===== src/rtl/traffic_pkg.sv =====
// Shared light-code definitions for the traffic-light monitor.
// Codes are one-hot: bit2=red, bit1=yellow, bit0=green.
package traffic_pkg;

  typedef logic [2:0] light_t;

  localparam light_t LIGHT_RED    = 3'b100;
  localparam light_t LIGHT_YELLOW = 3'b010;
  localparam light_t LIGHT_GREEN  = 3'b001;

  function automatic logic is_legal_code(input light_t code);
    return (code == LIGHT_RED) || (code == LIGHT_YELLOW) || (code == LIGHT_GREEN);
  endfunction

  // Only the forward rotation red->green->yellow->red is allowed.
  function automatic logic legal_transition(input light_t from_code, input light_t to_code);
    return ((from_code == LIGHT_RED)    && (to_code == LIGHT_GREEN))  ||
           ((from_code == LIGHT_GREEN)  && (to_code == LIGHT_YELLOW)) ||
           ((from_code == LIGHT_YELLOW) && (to_code == LIGHT_RED));
  endfunction

endpackage


===== src/rtl/light_dir_checker.sv =====
// Per-direction tracker: previous code, dwell counter and completed-cycle counter.
// Reports this sample's encoding, sequence, timing and stuck failures combinationally.
module light_dir_checker
  import traffic_pkg::*;
#(
  parameter int MIN_GREEN  = 3,
  parameter int MIN_YELLOW = 1,
  parameter int MAX_HOLD   = 16,
  parameter int CNT_W      = 8
) (
  input  logic             clk,
  input  logic             rst_n,
  input  logic             clr,
  input  logic [2:0]       code,
  output logic             enc_fail,
  output logic             seq_fail,
  output logic             tim_fail,
  output logic             stuck_fail,
  output logic             active,
  output logic [CNT_W-1:0] cycles
);

  localparam int DW = $clog2(MAX_HOLD + 1);
  localparam logic [DW-1:0] MAX_HOLD_W   = DW'(MAX_HOLD);
  localparam logic [DW-1:0] MIN_GREEN_W  = DW'(MIN_GREEN);
  localparam logic [DW-1:0] MIN_YELLOW_W = DW'(MIN_YELLOW);
  localparam logic [DW-1:0] ONE_W        = DW'(1);
  localparam logic [CNT_W-1:0] CNT_MAX   = {CNT_W{1'b1}};
  localparam logic [CNT_W-1:0] CNT_ONE   = CNT_W'(1);

  light_t           prev_q, prev_d;
  logic [DW-1:0]    dwell_q, dwell_d;
  logic             valid_q, valid_d;
  logic [CNT_W-1:0] cycles_q, cycles_d;
  logic             code_ok;
  logic             rg_entry;

  always_comb begin
    prev_d     = prev_q;
    dwell_d    = dwell_q;
    valid_d    = valid_q;
    enc_fail   = 1'b0;
    seq_fail   = 1'b0;
    tim_fail   = 1'b0;
    stuck_fail = 1'b0;
    rg_entry   = 1'b0;
    code_ok    = is_legal_code(code);
    active     = code_ok && (code != LIGHT_RED);

    // An illegal code freezes tracking so the next legal code is judged against the last good one.
    if (!code_ok) begin
      enc_fail = 1'b1;
    end else if (!valid_q) begin
      valid_d = 1'b1;
      prev_d  = code;
      dwell_d = ONE_W;
    end else if (code == prev_q) begin
      if (dwell_q < MAX_HOLD_W) begin
        dwell_d    = dwell_q + ONE_W;
        stuck_fail = (dwell_d == MAX_HOLD_W);
      end
    end else begin
      seq_fail = !legal_transition(prev_q, code);
      tim_fail = ((prev_q == LIGHT_GREEN)  && (dwell_q < MIN_GREEN_W)) ||
                 ((prev_q == LIGHT_YELLOW) && (dwell_q < MIN_YELLOW_W));
      rg_entry = (prev_q == LIGHT_RED) && (code == LIGHT_GREEN);
      prev_d   = code;
      dwell_d  = ONE_W;
    end

    cycles_d = cycles_q;
    if (rg_entry) begin
      if (clr) begin
        cycles_d = CNT_ONE;
      end else if (cycles_q != CNT_MAX) begin
        cycles_d = cycles_q + CNT_ONE;
      end
    end else if (clr) begin
      cycles_d = '0;
    end
  end

  always_ff @(posedge clk or negedge rst_n) begin
    if (!rst_n) begin
      prev_q   <= LIGHT_RED;
      dwell_q  <= '0;
      valid_q  <= 1'b0;
      cycles_q <= '0;
    end else begin
      prev_q   <= prev_d;
      dwell_q  <= dwell_d;
      valid_q  <= valid_d;
      cycles_q <= cycles_d;
    end
  end

  assign cycles = cycles_q;

endmodule


===== src/rtl/traffic_light_monitor.sv =====
// Passive safety monitor for the ns/ew traffic-light outputs: sticky error flags,
// a one-cycle error pulse and per-direction completed-phase counters.
module traffic_light_monitor
  import traffic_pkg::*;
#(
  parameter int MIN_GREEN  = 3,
  parameter int MIN_YELLOW = 1,
  parameter int MAX_HOLD   = 16,
  parameter int CNT_W      = 8
) (
  input  logic             clk,
  input  logic             rst_n,
  input  logic             clr,
  input  logic [2:0]       ns,
  input  logic [2:0]       ew,
  output logic             err_encoding,
  output logic             err_conflict,
  output logic             err_sequence,
  output logic             err_timing,
  output logic             err_stuck,
  output logic             err_pulse,
  output logic [CNT_W-1:0] ns_cycles,
  output logic [CNT_W-1:0] ew_cycles
);

  logic ns_enc, ns_seq, ns_tim, ns_stuck, ns_active;
  logic ew_enc, ew_seq, ew_tim, ew_stuck, ew_active;

  logic fail_enc, fail_conf, fail_seq, fail_tim, fail_stuck, fail_any;

  logic enc_q, enc_d;
  logic conf_q, conf_d;
  logic seq_q, seq_d;
  logic tim_q, tim_d;
  logic stuck_q, stuck_d;
  logic pulse_q, pulse_d;

  light_dir_checker #(
    .MIN_GREEN (MIN_GREEN),
    .MIN_YELLOW(MIN_YELLOW),
    .MAX_HOLD  (MAX_HOLD),
    .CNT_W     (CNT_W)
  ) u_ns (
    .clk       (clk),
    .rst_n     (rst_n),
    .clr       (clr),
    .code      (ns),
    .enc_fail  (ns_enc),
    .seq_fail  (ns_seq),
    .tim_fail  (ns_tim),
    .stuck_fail(ns_stuck),
    .active    (ns_active),
    .cycles    (ns_cycles)
  );

  light_dir_checker #(
    .MIN_GREEN (MIN_GREEN),
    .MIN_YELLOW(MIN_YELLOW),
    .MAX_HOLD  (MAX_HOLD),
    .CNT_W     (CNT_W)
  ) u_ew (
    .clk       (clk),
    .rst_n     (rst_n),
    .clr       (clr),
    .code      (ew),
    .enc_fail  (ew_enc),
    .seq_fail  (ew_seq),
    .tim_fail  (ew_tim),
    .stuck_fail(ew_stuck),
    .active    (ew_active),
    .cycles    (ew_cycles)
  );

  // A fresh failure outranks clr so a violation coinciding with a clear is never lost.
  always_comb begin
    fail_enc   = ns_enc | ew_enc;
    fail_conf  = ns_active & ew_active;
    fail_seq   = ns_seq | ew_seq;
    fail_tim   = ns_tim | ew_tim;
    fail_stuck = ns_stuck | ew_stuck;
    fail_any   = fail_enc | fail_conf | fail_seq | fail_tim | fail_stuck;

    enc_d   = (enc_q   & ~clr) | fail_enc;
    conf_d  = (conf_q  & ~clr) | fail_conf;
    seq_d   = (seq_q   & ~clr) | fail_seq;
    tim_d   = (tim_q   & ~clr) | fail_tim;
    stuck_d = (stuck_q & ~clr) | fail_stuck;
    pulse_d = fail_any;
  end

  always_ff @(posedge clk or negedge rst_n) begin
    if (!rst_n) begin
      enc_q   <= 1'b0;
      conf_q  <= 1'b0;
      seq_q   <= 1'b0;
      tim_q   <= 1'b0;
      stuck_q <= 1'b0;
      pulse_q <= 1'b0;
    end else begin
      enc_q   <= enc_d;
      conf_q  <= conf_d;
      seq_q   <= seq_d;
      tim_q   <= tim_d;
      stuck_q <= stuck_d;
      pulse_q <= pulse_d;
    end
  end

  assign err_encoding = enc_q;
  assign err_conflict = conf_q;
  assign err_sequence = seq_q;
  assign err_timing   = tim_q;
  assign err_stuck    = stuck_q;
  assign err_pulse    = pulse_q;

endmodule


===== config.mk =====
export PLATFORM = sky130hd
export DESIGN_NAME = traffic_light_monitor
export DESIGN_NICKNAME = d
export VERILOG_FILES = /design/src/rtl/traffic_pkg.sv /design/src/rtl/light_dir_checker.sv /design/src/rtl/traffic_light_monitor.sv
export SDC_FILE = /design/constraint.sdc
export NUM_CORES = 1
export LEC_CHECK = 0
export CAP_MARGIN = 15
export CORE_ASPECT_RATIO = 1.2
export CORE_MARGIN = 2
export CORE_UTILIZATION = 36
export CTS_BUF_LIST = sky130_fd_sc_hd__clkbuf_8
export DETAILED_ROUTE_END_ITERATION = 16
export GPL_ROUTABILITY_DRIVEN = 0
export GPL_TIMING_DRIVEN = 0
export PLACE_DENSITY = 0.52
export SYNTH_ARGS = -nofsm -noshare
export SYNTH_HDL_FRONTEND = slang
export SYNTH_SLANG_ARGS = --single-unit

===== constraint.sdc =====
create_clock -name clk -period 3.1 [get_ports clk]
set_clock_uncertainty 0.1 [all_clocks]
set_input_delay 0.62 -clock clk [delete_from_list [all_inputs] [get_ports clk]]
set_output_delay 0.62 -clock clk [all_outputs]
set_load 0.03 [all_outputs]

==> flow_summary.json, run 1 <==
{
  "run_status": "complete, no violations",
  "synth.area.mux_share": 0.00819,
  "critPathKind": "in2reg",
  "grt_first_pass_wirelength_um": 9360,
  "clock_tree.root_cell": "clkbuf_8",
  "comb_power_share": 0.223,
  "worstPathArrival_ns": 2.51,
  "period_share": 0.789,
  "synth-warning-count": 0,
  "reg_to_reg_start": "u_ns.prev_q[2]",
  "r2r.worst_path.cells": 7,
  "detailedPlacementHpwl_um": 3980,
  "synth.largest_area_cell": "dfrtp_1",
  "yosys.area_share.adder": 0.0307,
  "layout-area-overhead-vs-synth_pct": 20.0,
  "drt_pass1_iterations": 4,
  "cap_violations": 0,
  "end_kind": "flop",
  "synth_area_leaders": "dfrtp_1 (39%), xnor2_1 (5.7%), o21ai_0 (3.9%), nand2_1 (3.7%), nor2_1 (3.4%)",
  "total_negative_slack_for_setup_checks_ns": 0,
  "floorplan_core_area_sq_mm": 0.00649,
  "drt.antenna.violating_nets": 0,
  "synth_top_area_frac": 0.389,
  "r2r_slack_ns": 0.98,
  "ctsLongestPathBuffers": 2,
  "final_common_cell": "dfrtp_1",
  "final_nets": 323,
  "drt_drc_violations_left": 0,
  "power.clock.fraction": 0.325,
  "groute.usage.overall": 0.159,
  "postCtsResizedCells": 0,
  "timing.fmax_mhz": 409,
  "synth.lib_cells_used.distinct": 53,
  "critical_path_peak_fanout": 10,
  "wl_per_cell_um": 13.7,
  "wirelength_um": 5410,
  "num_rows": 32,
  "drive_above_1_share": 0.100,
  "synth_compound_area_frac": 0.167,
  "antenna_violations_before_repair": 0,
  "power_density_mw_per_mm2": 445,
  "synth_xor_area_frac": 0.0609,
  "critPathLaunch": "ew[2]",
  "net-switching-power_uw": 391,
  "routed-via-count": 2070,
  "post_layout_nonfiller_instances": 394,
  "grt_max_degree": 24,
  "timing_hold_violations_final": 0,
  "post_synth_inst_count": 274,
  "maxSlewHeadroom": 0.555,
  "grt_pass1_vias": 2016,
  "regToRegEndpoint": "u_ns.cycles[6]",
  "synth-edff-count": 0,
  "synthArstFlopShare": 1.00,
  "power.ir.vdd_worst_mv": 0.184,
  "timing.hold.worst.class": "in2async",
  "clock_latency_ns": 0.29,
  "slew_viol_final": 0,
  "ctsHtreeMaxLevel": 2,
  "worstSetupEndpoint": "u_ew.cycles[4]",
  "cts_hold_repair.buffers": 0,
  "fp.dieH_um": 94.3,
  "grt_setup_unrepaired": "false",
  "clk_pin_slew_ns": 0.08,
  "worst-slew-pin-transition_ns": 0.662,
  "viasPerCell": 5.25,
  "start_util": 0.377,
  "port-buffer-count": 26,
  "worstPathRequired_ns": 3.17,
  "synth_sequential_area_ratio": 0.411,
  "cts_made_buffers": 5,
  "initialDrtViolationCount": 74,
  "overflow": 0,
  "placed_cells_incl_taps": 386,
  "startpoint_kind_of_the_worst_setup_timing_path": "input port",
  "num_antenna_cells": 0,
  "synth-simple-area-share": 0.263,
  "floorplan.die_area_sq_mm": 0.00747,
  "synth_top_family_by_area": "simple AND/OR/NAND/NOR gates",
  "io_pins": 31,
  "finalCoreUtilization": 0.452,
  "cts_tree": "done",
  "syn-num-nets": 289,
  "final_critical_delay_including_setup_and_external_delays_ns": 2.45,
  "dp_worst_setup_slack_ns": 0.316,
  "power.sequential.fraction": 0.452,
  "power.internal_uw": 915,
  "setup_ws_ns": 0.653,
  "synth.cell_area_sq_mm": 0.00244,
  "die-width_um": 79.2,
  "timing.final.setup_violations": 0,
  "switching_share": 0.299,
  "cellLeakagePower_nw": 1.16,
  "cts.repair_timing.setup_buffer_count": 0,
  "ys_ff_latch": 40,
  "postSynthAreaPerCell_sq_um": 8.92,
  "cts.sinks": 40,
  "mostFrequentLayoutCells": "dfrtp_1 (38), clkdlybuf4s50_1 (25), nand2_1 (24)",
  "postSynth.topFlopCell": "dfrtp_1"
}
cell type report:
cell class                 count  area, sq um
buffer                        20          100
clock buffer                   5         68.8
clock inverter                 3         38.8
fill                         635         3550
inverter                      12         45.0
multi-input combinational    202         1290
sequential                    40         1000
tap                           85          106
timing repair buffer          27          275
per-stage QoR:
step                hold slack (ns)  total power, mW  instance area [sq um]
CTS                           0.164             1.33                   2930
detailed placement            0.389            0.894                   2830
floorplan                     0.224            0.804                   2440
global route                  0.171             1.40                   2930
global placement              0.384            0.891                   2810
finish                        0.158             1.31                   2930
Yosys cell counts, types with 2 or more instances:
| cell type | instances |
|---|---|
| a2bb2oi_1 | 2 |
| nand2_1 | 24 |
| and4_1 | 3 |
| a21o_1 | 2 |
| nor2_1 | 22 |
| nor4b_1 | 6 |
| inv_1 | 12 |
| nand4_1 | 7 |
| nor2b_1 | 4 |
| clkbuf_1 | 9 |
| o31a_1 | 2 |
| or4_1 | 2 |
| o32ai_1 | 3 |
| dfrtp_1 | 38 |
| buf_2 | 6 |
| nand3b_1 | 3 |
| a31oi_1 | 2 |
| or3b_2 | 3 |
| xnor2_1 | 16 |
| or2_2 | 3 |
| nand2b_1 | 2 |
| dfstp_2 | 2 |
| a21oi_1 | 15 |
| nand3_1 | 9 |
| a22o_1 | 4 |
| ha_1 | 6 |
| buf_6 | 2 |
| or3_1 | 3 |
| o22ai_1 | 2 |
| mux2i_1 | 2 |
| nor3_1 | 5 |
| clkbuf_2 | 2 |
| nor3b_1 | 4 |
| nor4_1 | 6 |
| a31o_2 | 2 |
| and2_1 | 3 |
| o21ai_0 | 19 |
| a22oi_1 | 2 |
how the worst min path moves through the flow:
stage          slack (ns)  depth (start not counted)        endpoint          from
3_3_place_gp         0.38                          1    err_conflict  err_conflict
6_report             0.16                          1  u_ns.cycles[4]         rst_n
5_1_grt              0.17                          1  u_ns.cycles[4]         rst_n
3_5_place_dp         0.39                          2    err_sequence  err_sequence
4_1_cts              0.16                          1  u_ns.cycles[4]         rst_n
2_1_floorplan        0.22                          0    err_conflict         rst_n
state kept, by name, summed over array words and instances, names as in the netlist:
signal / flops
err_conflict: 1
err_sequence: 1
err_encoding: 1
u_ew.valid_q: 1
u_ns.valid_q: 1
u_ns.prev_q: 3
u_ew.prev_q: 3
u_ew.cycles: 8
u_ew.dwell_q: 5
err_pulse: 1
u_ns.cycles: 8
err_timing: 1
err_stuck: 1
u_ns.dwell_q: 5
power groups by stage:
| stage | Combinational, mW | Sequential (mW) | Clock (mW) |
|---|---|---|---|
| floorplan | 0.189 | 0.615 | 0 |
| global placement | 0.289 | 0.602 | 0 |
| detailed placement | 0.293 | 0.601 | 0 |
| CTS | 0.295 | 0.591 | 0.448 |
| global route | 0.333 | 0.598 | 0.468 |
| finish | 0.291 | 0.591 | 0.424 |
cell families after synthesis:
family,after synthesis
compound gates,63
xor+xnor,17
buf+inv,32
simple gates,114
fa+ha+maj,6
mux,2
flops,40
critical path, cell delays in order:
cell and delay [ns]:
clkdlybuf4s50_1 0.48, buf_2 0.22, nor2_1 0.17, nand4_1 0.34, nor4b_1 0.47, xnor2_1 0.16
nor2_1 0.05
metal layers:
metal	vias to the layer above	wire (um)	part of all wire	GRT usage
met5	-	0	0	0
met4	0	63	0.012	0.0431
met3	5	203	0.038	0.0308
met2	45	2530	0.47	0.270
met1	957	2610	0.48	0.205
li1	1063	-	-	-
Note: power is estimated with default switching activity, not from simulation.
==> inputs of run 2 (changes only) <==
--- a/config.mk
+++ b/config.mk
@@ -13,7 +13,7 @@
 export DETAILED_ROUTE_END_ITERATION = 16
 export GPL_ROUTABILITY_DRIVEN = 0
 export GPL_TIMING_DRIVEN = 0
-export PLACE_DENSITY = 0.52
+export PLACE_DENSITY = 0.54
 export SYNTH_ARGS = -nofsm -noshare
 export SYNTH_HDL_FRONTEND = slang
 export SYNTH_SLANG_ARGS = --single-unit
==> constraint.sdc (replaced) <==
create_clock -name clk -period 2.23 [get_ports clk]
set_clock_uncertainty 0.1 [all_clocks]
set_input_delay 0.446 -clock clk [delete_from_list [all_inputs] [get_ports clk]]
set_output_delay 0.446 -clock clk [all_outputs]
set_load 0.03 [all_outputs]
==> run 2 against run 1 <==
Effect of this change:
- sequential power up 40%
- clock-buffer cell count is the same
- via count rose by 2.4%
- routed wire length increased by 1.5%
- largest power group unchanged
- flip-flop and latch count stayed put
- critical path type unchanged
- final area grew 1.8%
- cell count unchanged
==> flow_summary.json, run 2 (synthesis gave the netlist of run 1 again) <==
{
  "r2r.worst_path.cells": 6,
  "timing.hold.worst.class": "in2async",
  "power.clock.fraction": 0.324,
  "timing.final.setup_violations": 0,
  "cts_made_buffers": 5,
  "drt_pass1_iterations": 4,
  "drt.antenna.violating_nets": 0,
  "drt_drc_violations_left": 0,
  "grt_first_pass_wirelength_um": 9330,
  "wl_per_cell_um": 13.9,
  "cellLeakagePower_nw": 1.17,
  "clock_latency_ns": 0.29,
  "r2r_slack_ns": 0.21,
  "clock_tree.root_cell": "clkbuf_8",
  "startpoint_kind_of_the_worst_setup_timing_path": "input port",
  "cap_violations": 0,
  "final_nets": 323,
  "timing_hold_violations_final": 0,
  "start_util": 0.377,
  "power.sequential.fraction": 0.454,
  "mostFrequentLayoutCells": "dfrtp_1 (38), clkdlybuf4s50_1 (25), nand2_1 (24)",
  "fin_worst_hold_slack_ns": 0.0106,
  "num_antenna_cells": 0,
  "layout-area-overhead-vs-synth_pct": 22.2,
  "viasPerCell": 5.38,
  "worstPathRequired_ns": 2.37,
  "end_kind": "flop",
  "wirelength_um": 5490,
  "port-buffer-count": 26,
  "worst-slew-pin-transition_ns": 0.501,
  "regToRegEndpoint": "u_ns.cycles[6]",
  "comb_power_share": 0.223,
  "maxSlewHeadroom": 0.657,
  "initialDrtViolationCount": 72,
  "critPathKind": "in2reg",
  "clk_pin_slew_ns": 0.08,
  "finalCoreUtilization": 0.460,
  "grt_max_degree": 23,
  "cts_hold_repair.buffers": 0,
  "grt_pass1_vias": 1989,
  "net-switching-power_uw": 547,
  "slew_viol_final": 0,
  "power.ir.vdd_worst_mv": 0.258,
  "ctsHtreeMaxLevel": 2,
  "grt_setup_unrepaired": "false",
  "fp.dieH_um": 94.3,
  "critical_path_peak_fanout": 10,
  "routed-via-count": 2120,
  "cts.sinks": 40,
  "overflow": 0,
  "groute.usage.overall": 0.159,
  "cts_tree": "done",
  "final_common_cell": "dfrtp_1",
  "reg_to_reg_start": "u_ns.prev_q[2]",
  "run_status": "complete, no violations",
  "total_negative_slack_for_setup_checks_ns": 0,
  "die-width_um": 79.2,
  "filler_cell_count": 644,
  "timing.fmax_mhz": 467,
  "worstPathArrival_ns": 2.28,
  "floorplan.die_area_sq_mm": 0.00747,
  "switching_share": 0.300,
  "placement.cell_area_sq_mm": 0.00283,
  "power_density_mw_per_mm2": 610,
  "antenna_violations_before_repair": 0,
  "period_share": 0.961,
  "io_pins": 31,
  "detailedPlacementHpwl_um": 3950,
  "drive_above_1_share": 0.126,
  "design_area_sq_mm": 0.00299,
  "floorplan_core_area_sq_mm": 0.00649,
  "ctsLongestPathBuffers": 2,
  "num_rows": 32,
  "final_critical_delay_including_setup_and_external_delays_ns": 2.14,
  "power.internal_mw": 1.28
}
[run 2: how the worst max path moves through the flow]
| stage | slack, ns | end | depth (start not counted) | startpoint |
|---|---|---|---|---|
| floorplan | 0.20 | u_ew.cycles[0] | 6 | u_ew.cycles[0] |
| global placement | -0.54 | u_ns.prev_q[1] | 1 | rst_n |
| detailed placement | -0.36 | u_ew.cycles[7] | 7 | ew[2] |
| CTS | 0.04 | u_ns.dwell_q[1] | 7 | ns[1] |
| global route | 0.007 | u_ns.dwell_q[1] | 7 | ns[1] |
| finish | 0.09 | u_ns.dwell_q[2] | 7 | ns[1] |
[run 2: per-layer routing]
layer	part of all wire	vias up	GRT usage
met5	0	-	0
met3	0.028	2	0.0308
met2	0.48	38	0.261
met1	0.49	1017	0.207
li1	-	1063	-
met4	0.0069	0	0.0575
[run 2: critical path, cell delays in order]
cell and delay, ns:
clkdlybuf4s50_1 0.57, or3b_2 0.50, o21ai_0 0.13, buf_4 0.21, nand2_1 0.09, nor4_1 0.21
a21o_1 0.12
[run 2: layout make-up]
class,count,area (sq um),share of cell area
multi-input cells,202,1330,0.446
flip-flops and latches,40,1000,0.336
repair buffers,28,290,0.0972
well taps,85,106,0.0356
plain buffers,19,101,0.0339
clock buffers,5,68.8,0.0230
inverters,12,45.0,0.0151
clock inverters,3,38.8,0.0130
[run 2: stage by stage]
stage | instances | setup slack, ns | power (mW)
after global placement | 385 | -0.535 | 1.24
after floorplan | 274 | 0.199 | 1.12
after detailed placement | 386 | -0.357 | 1.25
after CTS | 395 | 0.0430 | 1.85
final | 394 | 0.0869 | 1.82
after global routing | 394 | 0.00658 | 1.94
[run 2: power groups by stage]
stage / clock network, mW / registers [mW] / logic [mW]
6_report: 0.590 / 0.827 / 0.406
2_1_floorplan: 0 / 0.855 / 0.262
3_3_place_gp: 0 / 0.837 / 0.399
3_5_place_dp: 0 / 0.836 / 0.409
4_1_cts: 0.619 / 0.822 / 0.411
5_1_grt: 0.648 / 0.836 / 0.459
[run 2: timing repair]
item	4_1_cts	5_1_grt
gates resized for setup	1	11
pin swaps	1	0
endpoints found under the setup margin	5	11
setup buffers	1	0
